$ cat config.mk
export PLATFORM = sky130hd
export DESIGN_NAME = fetch_unit
export DESIGN_NICKNAME = d
export VERILOG_FILES = /design/src/rtl/mips_pkg.sv /design/src/rtl/fetch_unit_next_pc.sv /design/src/rtl/fetch_unit.sv
export SDC_FILE = /design/constraint.sdc
export NUM_CORES = 1
export LEC_CHECK = 0
export CORE_ASPECT_RATIO = 1.5
export CORE_MARGIN = 5
export CORE_UTILIZATION = 45
export DETAILED_ROUTE_END_ITERATION = 16
export MAX_ROUTING_LAYER = met4
export PLACE_DENSITY = 0.87
export SLEW_MARGIN = 20
export SYNTH_ARGS = -nofsm -noshare
export SYNTH_HDL_FRONTEND = slang
export SYNTH_SLANG_ARGS = --single-unit
$ cat constraint.sdc
create_clock -name clk -period 3.7 [get_ports clk]
set_input_delay 0.555 -clock clk [delete_from_list [all_inputs] [get_ports clk]]
set_output_delay 0.555 -clock clk [all_outputs]
set_load 0.01 [all_outputs]
$ cat src/rtl/mips_pkg.sv
// mips_pkg: types and constants shared by the fetch unit and its next-PC helper.
//   - fetch_state_t : fetch/issue FSM states
//   - instr_t       : 16-bit instruction word
//   - field positions of op, funct, imm6 and the jump target
//   - OP_HALT       : opcode that stops fetching when the halt feature is built in
//   - sext_imm      : sign-extends imm6 to 32 bits
package mips_pkg;

  typedef enum logic [1:0] {
    IDLE  = 2'd0,
    FETCH = 2'd1,
    ISSUE = 2'd2,
    HALT  = 2'd3
  } fetch_state_t;

  typedef logic [15:0] instr_t;

  localparam int OP_HI    = 15;
  localparam int OP_LO    = 12;
  localparam int FUNCT_HI = 2;
  localparam int FUNCT_LO = 0;
  localparam int IMM_W    = 6;
  localparam int JADDR_W  = 12;

  localparam logic [3:0] OP_HALT = 4'hF;

  function automatic logic [31:0] sext_imm(input logic [IMM_W-1:0] imm);
    return {{(32-IMM_W){imm[IMM_W-1]}}, imm};
  endfunction

endpackage

$ cat src/rtl/fetch_unit_next_pc.sv
// next_pc: combinational next-PC select for the fetch unit.
//   pc    in  PC_W : address of the instruction being consumed
//   instr in  16   : that instruction word
//   pcsrc in  1    : branch taken -> pc + 1 + sext(imm6)
//   jump  in  1    : jump -> zero-extended instr[11:0]; overrides pcsrc
//   npc   out PC_W : next fetch address (all arithmetic wraps modulo 2^PC_W)
import mips_pkg::*;

module next_pc #(
  parameter int PC_W = 8
) (
  input  logic [PC_W-1:0] pc,
  input  instr_t          instr,
  input  logic            pcsrc,
  input  logic            jump,
  output logic [PC_W-1:0] npc
);

  logic [PC_W-1:0] seq_pc;
  logic [PC_W-1:0] br_pc;
  logic [PC_W-1:0] jmp_pc;
  logic [3:0]      unused_op;

  // The opcode plays no part in the address choice.
  assign unused_op = instr[OP_HI:OP_LO];

  assign seq_pc = pc + PC_W'(32'd1);
  assign br_pc  = seq_pc + PC_W'(sext_imm(instr[IMM_W-1:0]));
  // Casting the zero-extended target to PC_W truncates or pads as needed.
  assign jmp_pc = PC_W'({{(32-JADDR_W){1'b0}}, instr[JADDR_W-1:0]});

  // Priority select: jump, then branch, then sequential.
  always_comb begin
    npc = seq_pc;
    if (jump) begin
      npc = jmp_pc;
    end else if (pcsrc) begin
      npc = br_pc;
    end else begin
      npc = seq_pc;
    end
  end

endmodule

$ cat src/rtl/fetch_unit.sv
// fetch_unit: instruction fetch and issue stage of the multicycle core.
// Holds the PC, fetches 16-bit words over a req/ack handshake and presents each
// one with a valid flag; the controller's pcsrc/jump decision, sampled when the
// issued instruction is consumed (stall=0), picks the next PC.
//   clk, reset_n          : clock, asynchronous active-low reset
//   imem_req/imem_addr    : fetch request and word address (registered)
//   imem_ack/imem_rdata   : memory accept and instruction word
//   stall                 : downstream not ready to consume the issued instruction
//   pcsrc, jump           : next-PC decision for the issued instruction
//   valid/instr/op/funct/pc : issued instruction (registered)
//   halted                : halt opcode consumed
// Optional feature macro FETCH_HALT_EN: an op=4'hF instruction, once consumed,
// parks the unit in HALT until reset; without it op=4'hF issues normally and
// halted is tied 0.
import mips_pkg::*;

module fetch_unit #(
  parameter int              PC_W     = 8,
  parameter logic [PC_W-1:0] RESET_PC = '0
) (
  input  logic            clk,
  input  logic            reset_n,
  output logic            imem_req,
  output logic [PC_W-1:0] imem_addr,
  input  logic            imem_ack,
  input  logic [15:0]     imem_rdata,
  input  logic            stall,
  input  logic            pcsrc,
  input  logic            jump,
  output logic            valid,
  output logic [15:0]     instr,
  output logic [3:0]      op,
  output logic [2:0]      funct,
  output logic [PC_W-1:0] pc,
  output logic            halted
);

  fetch_state_t    state;
  fetch_state_t    next_state;
  logic [PC_W-1:0] npc;
  logic            halt_op;
  logic            consume;

  next_pc #(.PC_W(PC_W)) u_next_pc (
    .pc    (pc),
    .instr (instr),
    .pcsrc (pcsrc),
    .jump  (jump),
    .npc   (npc)
  );

  assign op      = instr[OP_HI:OP_LO];
  assign funct   = instr[FUNCT_HI:FUNCT_LO];
  assign consume = (state == ISSUE) && !stall;

`ifdef FETCH_HALT_EN
  assign halt_op = (instr[OP_HI:OP_LO] == OP_HALT);
`else
  assign halt_op = 1'b0;
`endif

  // State register.
  always_ff @(posedge clk or negedge reset_n) begin
    if (!reset_n) begin
      state <= IDLE;
    end else begin
      state <= next_state;
    end
  end

  // Next-state logic.
  always_comb begin
    next_state = state;
    case (state)
      IDLE:  next_state = FETCH;
      FETCH: begin
        if (imem_ack) begin
          next_state = ISSUE;
        end else begin
          next_state = FETCH;
        end
      end
      ISSUE: begin
        if (stall) begin
          next_state = ISSUE;
        end else if (halt_op) begin
          next_state = HALT;
        end else begin
          next_state = FETCH;
        end
      end
`ifdef FETCH_HALT_EN
      HALT:    next_state = HALT;
`else
      HALT:    next_state = IDLE;
`endif
      default: next_state = IDLE;
    endcase
  end

  // Registered outputs and PC. imem_addr only moves when FETCH is entered,
  // and the PC stays frozen once a halt opcode is consumed.
  always_ff @(posedge clk or negedge reset_n) begin
    if (!reset_n) begin
      imem_req  <= 1'b0;
      imem_addr <= RESET_PC;
      valid     <= 1'b0;
      instr     <= 16'h0000;
      pc        <= RESET_PC;
    end else begin
      case (state)
        IDLE: begin
          imem_req  <= 1'b1;
          imem_addr <= pc;
        end
        FETCH: begin
          if (imem_ack) begin
            instr    <= imem_rdata;
            valid    <= 1'b1;
            imem_req <= 1'b0;
          end
        end
        ISSUE: begin
          if (consume) begin
            valid <= 1'b0;
            if (!halt_op) begin
              pc        <= npc;
              imem_addr <= npc;
              imem_req  <= 1'b1;
            end
          end
        end
        default: begin
        end
      endcase
    end
  end

`ifdef FETCH_HALT_EN
  // Sticky halt flag, cleared only by reset.
  always_ff @(posedge clk or negedge reset_n) begin
    if (!reset_n) begin
      halted <= 1'b0;
    end else if (consume && halt_op) begin
      halted <= 1'b1;
    end
  end
`else
  assign halted = 1'b0;
`endif

endmodule

==> reports/qor.yml, run 1 <==
outcome:
  run_status: "completed"
drt:
  antenna_violating_nets_remaining: 0
  remaining_drc_errors: 0
  wire_per_inst_um: 15.9
  detail_route.vias_per_cell: 5.49
  detail_route.iter0.violations: 73
  drt_pass1_iterations: 4
  detailroute.via_count: 1817
  routed_wl_mm: 5.27
floorplanning:
  die_width_um: 66.4
  full_die_area_um2: 6280
  die_height_um: 94.6
  core_area_um2: 4580
  floorplan.rows: 30
  initial_utilization: 0.469
  floorplan.io_pins: 64
timing:
  clock.fmax_ghz: 0.335
  rsz0062_at_grt: "no"
  total_of_endpoints_with_negative_setup_slack_in_the_final_report: 0
  slew_headroom: 0.397
  finalWorstPathRequiredPeriod_ns: 2.98
  total_negative_slack_for_setup_checks_ns: 0
  timing.final.max_slew_violations: 0
  layout_worst_path_cycle_share: 0.807
  tightestPinTransition_ns: 0.902
  finalClockSkew_ns: 0.00515
  slack_of_the_critical_path_ns: 0.715
  timing.final.hold_violations: 0
critical_path:
  timing.critical_path.max_delay_family: "compound AO/OA/AOI/OAI gates"
  timing.critical_path.cells: "ha_1 -> nand2_1 -> o21a_1 -> or2_2 -> ha_1 -> a21o_1 -> a221oi_1 -> o21ai_1 -> a41oi_2 -> xor2_1 -> a221oi_2"
  timing.critical_path.mode_cell: "sky130_fd_sc_hd__ha_1"
  critPathCaptureType: "register"
  arr_time_crit_path_ns: 3.17
  worstSetupPathType: "register to register"
  highest_net_fanout_along_the_worst_path: 8
  critPathMaxStageDelay_ns: 0.48
  worst-path-buf-inv: 0
  timing.critical_path.slowest_stage_cell: "sky130_fd_sc_hd__dfrtp_1"
  required_ns: 3.89
  cp-start-kind: "register"
clock_network:
  cts_setup_buffers: 0
  clk_latency_ns: 0.28
  cts.root.buffer_cell: "sky130_fd_sc_hd__clkbuf_8"
  cts_tree: "yes"
  clkSlewWorstSetupHoldPaths_ns: 0.07
  cts_repair_resize_count: 0
  cts.hold.buffers_added: 0
  max_root_sink_buffers: 2
  htreeDepth: 2
  cts_inserted_buffers: 5
  cts.sink_count: 36
finish:
  net_count_final: 298
  multiInputGateArea_um2: 1130
  area_grow_syn2layout_pct: 31.9
  most_common_cell_after_layout_fill_and_taps_aside: "sky130_fd_sc_hd__clkdlybuf4s50_1"
  most-common-layout-cells: "61 x sky130_fd_sc_hd__clkdlybuf4s50_1, 36 x sky130_fd_sc_hd__dfrtp_1, 30 x sky130_fd_sc_hd__nand2_1"
  register_area_um2: 901
  antennaDiodeCount: 0
  fillCellCount: 405
  layoutNonFillerInstCount: 331
  final_layout_size_suffix_gt1_frac: 0.124
pwr:
  vdd.ir_drop.worst_v: 0.000581
  static-leakage-power_nw: 1.20
  design_power_total_mw: 2.73
  power_density_nw_per_um2: 964
placed_design:
  numPortBuffers: 62
  finalWeightedCongestion: 0.853
  dp_cells: 323
  worst_slack_placed_ns: 0.757
  place_hpwl_mm: 3.94
yosys:
  synth-async-reset-ratio: 1.00
  yosys_warnings: 0
  synth.top_cell.area_share: 0.420
  synth_area_um2: 2150
  syn_avg_cell_area_um2: 10.0
  netlist.top_cell.by_area: "sky130_fd_sc_hd__dfrtp_1"
  synth-seq-area-share: 0.420
  synth-main-ff-cell: "sky130_fd_sc_hd__dfrtp_1"
  post_synth_inst_count: 214
  synthesis.nets: 246
  synth.ff_latch_count: 36
  synth_edf_count: 0
  synthDistinctLibCells: 49
  post_synth_main_area_contributors: "sky130_fd_sc_hd__dfrtp_1 42%, sky130_fd_sc_hd__mux2_2 8.4%, sky130_fd_sc_hd__ha_1 5.2%, sky130_fd_sc_hd__nand2_1 5.2%, sky130_fd_sc_hd__o21ai_0 2.8%"
grt:
  number_of_global_route_vias_before_repair: 1937
  gr-usage-all-layers: 0.192
  number_of_antenna_violations_at_the_first_check_in_global_routing: 0
  grt.overflow.total: 0
  grt_pass1_wl_mm: 9.15
  grt_max_degree: 37
min_path:
  worst_hold_path_class: "input port to asynchronous set/reset pin"
run:
  cap_viol_max_count: 0
==> kinds of logic (layout without fill, tap and decap cells) <==
kind of cell / count (synthesis) / in the layout / synth area share
other: 1 / 1 / 0.00175
AND/OR/NAND/NOR: 66 / 66 / 0.139
buffers and inverters: 21 / 74 / 0.0536
adder cells (fa/ha/maj): 10 / 10 / 0.0618
flip-flops: 36 / 36 / 0.420
multiplexers: 20 / 20 / 0.103
AO/OA/AOI/OAI: 51 / 51 / 0.184
XOR/XNOR: 9 / 9 / 0.0367
==> area by class of cell <==
type                       count  share of cell area
clock inverter                 2             0.00575
inverter                       4             0.00531
tap                           64              0.0283
timing repair buffer          62               0.218
multi-input combinational    157               0.399
sequential                    36               0.318
clock buffer                   6              0.0256
==> cells in the mapped netlist (4+ instances only) <==
| library cell | instances |
|---|---|
| sky130_fd_sc_hd__buf_2 | 5 |
| sky130_fd_sc_hd__nand3_1 | 7 |
| sky130_fd_sc_hd__buf_4 | 8 |
| sky130_fd_sc_hd__mux2i_1 | 4 |
| sky130_fd_sc_hd__xor2_1 | 4 |
| sky130_fd_sc_hd__mux2_2 | 16 |
| sky130_fd_sc_hd__a21oi_1 | 9 |
| sky130_fd_sc_hd__nand2b_1 | 4 |
| sky130_fd_sc_hd__nor2_1 | 13 |
| sky130_fd_sc_hd__ha_1 | 9 |
| sky130_fd_sc_hd__xnor2_1 | 5 |
| sky130_fd_sc_hd__nand2_1 | 30 |
| sky130_fd_sc_hd__o21ai_0 | 12 |
| sky130_fd_sc_hd__a21o_1 | 4 |
| sky130_fd_sc_hd__dfrtp_1 | 36 |
| sky130_fd_sc_hd__nor3_1 | 5 |
==> metrics by stage <==
step | instance area [um^2] | util | hold slack, ns
finish | 2830 | 0.618 | 0.356
global route | 2830 | 0.618 | 0.421
CTS | 2830 | 0.618 | 0.375
detailed placement | 2740 | 0.599 | 0.473
global placement | 2740 | 0.599 | 0.461
floorplan | 2150 | - | 0.259
==> report_power, final <==
group	total, mW	internal (mW)	switching (mW)
Sequential	0.837	0.581	0.255
Clock	0.277	0.134	0.144
Combinational	1.61	0.864	0.750
Total	2.73	1.58	1.15
==> worst paths after layout <==
path,from,to,slack [ns],cells after the start
min reg2reg,valid,valid,0.49,2
max reg2reg,pc[0],imem_addr[7],0.72,11
min in group clk,valid,valid,0.49,2
max,pc[0],imem_addr[7],0.72,11
min,reset_n,instr[8],0.36,1
max in group asynchronous,reset_n,imem_addr[5],2.83,1
==> registers in the layout, indices dropped and copies added (netlist names) <==
register	flops
pc	8
imem_req	1
imem_addr	8
instr	16
valid	1
state	2
==> routing by layer <==
metal / vias to the layer above / wire length, um / GRT usage
met5: - / 0 / -
met4: 0 / 110 / 0.0712
met3: 11 / 295 / 0.0452
met2: 56 / 2760 / 0.322
met1: 890 / 2100 / 0.220
li1: 860 / - / -
Power figures use the tool's default switching activity.
==> inputs of run 2 (changes only) <==
--- a/config.mk
+++ b/config.mk
@@ -7,7 +7,7 @@
 export LEC_CHECK = 0
 export CORE_ASPECT_RATIO = 1.5
 export CORE_MARGIN = 5
-export CORE_UTILIZATION = 45
+export CORE_UTILIZATION = 43
 export DETAILED_ROUTE_END_ITERATION = 16
 export MAX_ROUTING_LAYER = met4
 export PLACE_DENSITY = 0.87
==> constraint.sdc (replaced) <==
create_clock -name clk -period 2.72 [get_ports clk]
set_input_delay 0.408 -clock clk [delete_from_list [all_inputs] [get_ports clk]]
set_output_delay 0.408 -clock clk [all_outputs]
set_load 0.01 [all_outputs]
==> reports/qor.yml, run 2 (same netlist as run 1, synthesis figures left out) <==
critical_path:
  timing.critical_path.cells: "ha_2 -> nand2_1 -> o21a_1 -> or2_2 -> ha_4 -> a21o_1 -> a221oi_2 -> o21ai_1 -> a41oi_2 -> xor2_1 -> a221oi_2"  # was ha_1 -> nand2_1 -> o21a_1 -> or2_2 -> ha_1 -> a21o_1 -> a221oi_1 -> o21ai_1 -> a41oi_2 -> xor2_1 -> a221oi_2
  required_ns: 2.92  # was 3.89 ns
  worst-path-buf-inv: 0  # unchanged
  critPathMaxStageDelay_ns: 0.36  # was 0.48 ns
  timing.critical_path.max_delay_family: "compound AO/OA/AOI/OAI gates"  # unchanged
  worstSetupPathType: "register to register"  # unchanged
  critPathCaptureType: "register"  # unchanged
  cp-start-kind: "register"  # unchanged
  timing.critical_path.mode_cell: "sky130_fd_sc_hd__a221oi_2"  # was sky130_fd_sc_hd__ha_1
  highest_net_fanout_along_the_worst_path: 4  # was 8
  arr_time_crit_path_ns: 2.77  # was 3.17 ns
  timing.critical_path.slowest_stage_cell: "sky130_fd_sc_hd__dfrtp_2"  # was sky130_fd_sc_hd__dfrtp_1
finish:
  antennaDiodeCount: 0  # unchanged
  number_of_flip_flops_under_the_largest_register_name: 16  # unchanged
  most_common_cell_after_layout_fill_and_taps_aside: "sky130_fd_sc_hd__clkdlybuf4s50_1"  # unchanged
  final_util: 0.617  # was 0.618
  area_grow_syn2layout_pct: 39.3  # was 31.9%
  largest_registers: "instr x16, imem_addr x8, pc x8"  # unchanged
  registers.top_by_ff_count: "instr"  # unchanged
  most-common-layout-cells: "62 x sky130_fd_sc_hd__clkdlybuf4s50_1, 34 x sky130_fd_sc_hd__dfrtp_1, 30 x sky130_fd_sc_hd__nand2_1"  # was 61 x sky130_fd_sc_hd__clkdlybuf4s50_1, 36 x sky130_fd_sc_hd__dfrtp_1, 30 x sky130_fd_sc_hd__nand2_1
  final_layout_size_suffix_gt1_frac: 0.185  # was 0.124
  net_count_final: 312  # was 298
drt:
  detail_route.vias_per_cell: 5.43  # was 5.49
  remaining_drc_errors: 0  # unchanged
  antenna_violating_nets_remaining: 0  # unchanged
  routed_wl_mm: 5.53  # was 5.27 mm
  detailroute.via_count: 1884  # was 1817
  wire_per_inst_um: 15.9  # about the same
  detail_route.iter0.violations: 108  # was 73
  drt_pass1_iterations: 4  # unchanged
clock_network:
  max_root_sink_buffers: 2  # unchanged
  htreeDepth: 2  # unchanged
  clkSlewWorstSetupHoldPaths_ns: 0.08  # was 0.07 ns
  cts_setup_buffers: 0  # unchanged
  cts.root.buffer_cell: "sky130_fd_sc_hd__clkbuf_8"  # unchanged
  clk_latency_ns: 0.29  # was 0.28 ns
  cts.sink_count: 36  # unchanged
  cts_inserted_buffers: 5  # unchanged
  cts_tree: "yes"  # unchanged
timing:
  total_of_endpoints_with_negative_setup_slack_in_the_final_report: 0  # unchanged
  timing.final.hold_violations: 0  # unchanged
  total_negative_slack_for_setup_checks_ns: 0  # unchanged
  tightestPinTransition_ns: 0.602  # was 0.902 ns
  layout_worst_path_cycle_share: 0.943  # was 0.807
  slew_headroom: 0.597  # was 0.397
  timing.final.max_slew_violations: 0  # unchanged
  rsz0062_at_grt: "no"  # unchanged
  finalWorstPathRequiredPeriod_ns: 2.56  # was 2.98 ns
  clock.fmax_ghz: 0.390  # was 0.335 GHz
  finalClockSkew_ns: 0.00614  # was 0.00515 ns
floorplanning:
  floorplan.io_pins: 64  # unchanged
  die_height_um: 96.5  # was 94.6 um
  core_area_um2: 4850  # was 4580 um^2
  full_die_area_um2: 6530  # was 6280 um^2
  floorplan.rows: 31  # was 30
  die_width_um: 67.7  # was 66.4 um
  initial_utilization: 0.443  # was 0.469
run:
  cap_viol_max_count: 0  # unchanged
pwr:
  static-leakage-power_nw: 1.27  # was 1.20 nW
  power_density_nw_per_um2: 1330  # was 964 nW/um^2
  vdd.ir_drop.worst_v: 0.000632  # was 0.000581 V
grt:
  number_of_global_route_vias_before_repair: 2004  # was 1937
  grt.overflow.total: 0  # unchanged
  grt_pass1_wl_mm: 9.14  # was 9.15 mm
  number_of_antenna_violations_at_the_first_check_in_global_routing: 0  # unchanged
  grt_max_degree: 37  # unchanged
  gr-usage-all-layers: 0.188  # was 0.192
placed_design:
  place_hpwl_mm: 4.19  # was 3.94 mm
  numPortBuffers: 62  # unchanged
  finalWeightedCongestion: 0.892  # was 0.853
min_path:
  worst_hold_path_class: "register to register"  # was input port to asynchronous set/reset pin
outcome:
  run_status: "completed"  # unchanged
==> run 2: changes by cell type in the layout (fill, tap and decap cells not counted), sizes merged <==
cell	change
clkdlybuf4s50	+1
buf	+13
bufinv	+1
clkbuf	-1
==> run 2: final timing paths <==
kind,startpoint,end,slack [ns],cells past startpoint
max in group asynchronous,reset_n,pc[1],1.83,2
min,valid,valid,0.49,2
min in group asynchronous,reset_n,instr[14],0.52,2
max,pc[0],imem_addr[7],0.16,11
max reg2reg,pc[0],imem_addr[7],0.16,11
min reg2reg,valid,valid,0.49,2
==> run 2: per-layer routing <==
layer  wire length (um)  share of wire  global-route usage  up-vias
li1                   -              -                   -      896
met3                181          0.033              0.0324       17
met4                146          0.026              0.0711        0
met1               2290           0.41               0.218      926
met5                  0              0                   -        -
met2               2910           0.53               0.320       45
==> run 2: report_power, final <==
group          total [mW]  internal [mW]  switching (mW)
Sequential           1.09          0.794           0.301
Combinational        2.39           1.29            1.11
Clock               0.477          0.271           0.206
==> run 2: area by class of cell <==
type	count	area (um^2)
fill	402	1860
multi-input combinational	157	1150
sequential	36	903
timing repair buffer	76	726
tap	66	82.6
clock buffer	5	68.8
clock inverter	3	42.5
inverter	4	15.0
==> run 2: per-stage QoR <==
stage	hold slack (ns)	cells	area [um^2]	power, mW	worst slack, ns
4_1_cts	0.493	347	2970	3.93	0.0159
3_3_place_gp	0.461	339	2860	3.35	0.133
2_1_floorplan	0.112	214	2150	2.50	0.0184
5_1_grt	0.517	347	2990	4.26	0.00637
6_report	0.490	347	2990	3.96	0.156
3_5_place_dp	0.472	339	2860	3.44	0.0521
==> run 2: repair_timing <==
action / CTS / global route
resized for setup: 0 / 3
hold buffers: 0 / 0
endpoints found under the setup margin: 0 / 2
==> run 2: tightest hold or removal path, delay by kind of cell, from the launching register on <==
family	cells	cell delay [ns]
DFF	1	0.36
and+or+nand+nor	2	0.10
==> inputs of run 3 (changes only) <==
--- a/config.mk
+++ b/config.mk
@@ -7,10 +7,11 @@
 export LEC_CHECK = 0
 export CORE_ASPECT_RATIO = 1.5
 export CORE_MARGIN = 5
-export CORE_UTILIZATION = 43
+export CORE_UTILIZATION = 45
 export DETAILED_ROUTE_END_ITERATION = 16
 export MAX_ROUTING_LAYER = met4
 export PLACE_DENSITY = 0.87
+export RECOVER_POWER = 25
 export SLEW_MARGIN = 20
 export SYNTH_ARGS = -nofsm -noshare
 export SYNTH_HDL_FRONTEND = slang
==> constraint.sdc (replaced) <==
create_clock -name clk -period 2.91 [get_ports clk]
set_input_delay 0.4365 -clock clk [delete_from_list [all_inputs] [get_ports clk]]
set_output_delay 0.4365 -clock clk [all_outputs]
set_load 0.01 [all_outputs]
==> reports/qor.yml, run 3 (same netlist as run 1, synthesis figures left out) <==
placed_design:
  placed_area_um2: 2800  # was 2860 um^2
  worst_slack_placed_ns: 0.116  # was 0.0521 ns
  place_hpwl_mm: 4.04  # was 4.19 mm
  finalWeightedCongestion: 0.854  # was 0.892
  numPortBuffers: 62  # unchanged
  dp_cells: 331  # was 339
finish:
  post_layout_instance_area_um2: 2920  # was 2990 um^2
  net_count_final: 306  # was 312
  antennaDiodeCount: 0  # unchanged
  area_grow_syn2layout_pct: 35.9  # was 39.3%
  number_of_flip_flops_under_the_largest_register_name: 16  # unchanged
  register_area_um2: 903  # unchanged
  most_common_cell_after_layout_fill_and_taps_aside: "sky130_fd_sc_hd__clkdlybuf4s50_1"  # unchanged
  largest_registers: "instr x16, imem_addr x8, pc x8"  # unchanged
  layoutNonFillerInstCount: 339  # was 347
  fillCellCount: 399  # was 402
  final_layout_size_suffix_gt1_frac: 0.160  # was 0.185
  final_util: 0.637  # was 0.617
  most-common-layout-cells: "61 x sky130_fd_sc_hd__clkdlybuf4s50_1, 34 x sky130_fd_sc_hd__dfrtp_1, 30 x sky130_fd_sc_hd__nand2_1"  # was 62 x sky130_fd_sc_hd__clkdlybuf4s50_1, 34 x sky130_fd_sc_hd__dfrtp_1, 30 x sky130_fd_sc_hd__nand2_1
  multiInputGateArea_um2: 1150  # about the same
  registers.top_by_ff_count: "instr"  # unchanged
floorplanning:
  initial_utilization: 0.469  # was 0.443
  die_width_um: 66.4  # was 67.7 um
  full_die_area_um2: 6280  # was 6530 um^2
  die_height_um: 94.6  # was 96.5 um
  core_area_um2: 4580  # was 4850 um^2
  floorplan.rows: 30  # was 31
  floorplan.io_pins: 64  # unchanged
run:
  cap_viol_max_count: 1  # was 0
critical_path:
  cp-start-kind: "register"  # unchanged
  critPathCaptureType: "register"  # unchanged
  arr_time_crit_path_ns: 2.91  # was 2.77 ns
  required_ns: 3.11  # was 2.92 ns
  worstSetupPathType: "register to register"  # unchanged
  highest_net_fanout_along_the_worst_path: 7  # was 4
timing:
  final_hold_slack_ns: 0.505  # was 0.490 ns
  layout_worst_path_cycle_share: 0.929  # was 0.943
  tightestPinTransition_ns: 1.92  # was 0.602 ns
  slew_headroom: -0.277  # was 0.597
  clock.fmax_ghz: 0.370  # was 0.390 GHz
  total_negative_slack_for_setup_checks_ns: 0  # unchanged
  finalWorstPathRequiredPeriod_ns: 2.70  # was 2.56 ns
  finalClockSkew_ns: 0.00765  # was 0.00614 ns
  slack_of_the_critical_path_ns: 0.206  # was 0.156 ns
  timing.final.hold_violations: 0  # unchanged
  total_of_endpoints_with_negative_setup_slack_in_the_final_report: 0  # unchanged
  rsz0062_at_grt: "no"  # unchanged
  timing.final.max_slew_violations: 37  # was 0
drt:
  wire_per_inst_um: 15.9  # about the same
  drt_pass1_iterations: 4  # unchanged
  antenna_violating_nets_remaining: 0  # unchanged
  detail_route.vias_per_cell: 5.51  # was 5.43
  remaining_drc_errors: 0  # unchanged
  routed_wl_mm: 5.37  # was 5.53 mm
  detail_route.iter0.violations: 78  # was 108
  detailroute.via_count: 1868  # was 1884
clock_network:
  cts.sink_count: 36  # unchanged
  clkSlewWorstSetupHoldPaths_ns: 0.07  # was 0.08 ns
  cts_tree: "yes"  # unchanged
  cts_setup_buffers: 0  # unchanged
  cts.hold.buffers_added: 0  # unchanged
  cts_inserted_buffers: 5  # unchanged
  cts.root.buffer_cell: "sky130_fd_sc_hd__clkbuf_8"  # unchanged
  max_root_sink_buffers: 2  # unchanged
  htreeDepth: 2  # unchanged
  clk_latency_ns: 0.29  # about the same
grt:
  grt_pass1_wl_mm: 8.84  # was 9.14 mm
  gr-usage-all-layers: 0.189  # was 0.188
  number_of_antenna_violations_at_the_first_check_in_global_routing: 0  # unchanged
  number_of_global_route_vias_before_repair: 1856  # was 2004
  grt_max_degree: 37  # unchanged
  grt.overflow.total: 0  # unchanged
pwr:
  vdd.ir_drop.worst_v: 0.000595  # was 0.000632 V
  power_density_nw_per_um2: 1230  # was 1330 nW/um^2
  static-leakage-power_nw: 1.23  # was 1.27 nW
  design_power_total_mw: 3.57  # was 3.96 mW
min_path:
  worst_hold_path_class: "register to register"  # unchanged
outcome:
  run_status: "complete, but fails checks"  # was completed
  violated_checks: "max-capacitance violations, max-slew violations"
[run 3: worst max-delay path, stage by stage (launching register included)]
cell	delay, ns
sky130_fd_sc_hd__dfrtp_1	0.35
sky130_fd_sc_hd__ha_2	0.20
sky130_fd_sc_hd__nand2_1	0.07
sky130_fd_sc_hd__o21a_1	0.19
sky130_fd_sc_hd__or2_2	0.32
sky130_fd_sc_hd__ha_4	0.25
sky130_fd_sc_hd__a21o_1	0.18
sky130_fd_sc_hd__a221oi_1	0.29
sky130_fd_sc_hd__o21ai_1	0.12
sky130_fd_sc_hd__a41oi_2	0.27
sky130_fd_sc_hd__xor2_2	0.13
sky130_fd_sc_hd__a221oi_2	0.24
[run 3: area by class of cell]
class,count,area share
Tap cell,64,0.0275
Timing Repair Buffer,70,0.231
Clock buffer,8,0.0309
Multi-Input combinational cell,157,0.395
Sequential cell,36,0.310
Inverter,4,0.00515
[run 3: routing by layer]
metal | part of all wire | wire length, um | GRT usage | vias to the layer above
li1 | - | - | - | 876
met1 | 0.40 | 2180 | 0.223 | 906
met2 | 0.52 | 2800 | 0.315 | 73
met3 | 0.052 | 282 | 0.0345 | 13
met4 | 0.021 | 114 | 0.0746 | 0
met5 | 0 | 0 | - | -
[run 3: where the power goes]
group | internal (mW) | switching [mW] | total [mW]
registers | 0.743 | 0.304 | 1.05
logic | 1.16 | 1.00 | 2.16
clock network | 0.193 | 0.171 | 0.364
[run 3: what timing repair did]
item / in CTS / in global routing
hold endpoints to repair: 0 / 0
gates resized for setup: 0 / 6
setup endpoints to repair: 0 / 2
[run 3: path summary, 6_finish.rpt]
path | start | to | slack, ns | cells past startpoint
max | pc[0] | imem_addr[7] | 0.21 | 11
min | instr[9] | instr[9] | 0.51 | 1
max reg2reg | pc[0] | imem_addr[7] | 0.21 | 11
min reg2reg | instr[9] | instr[9] | 0.51 | 1
max in group asynchronous | reset_n | pc[2] | 0.99 | 1
min in group asynchronous | reset_n | imem_addr[0] | 0.67 | 1
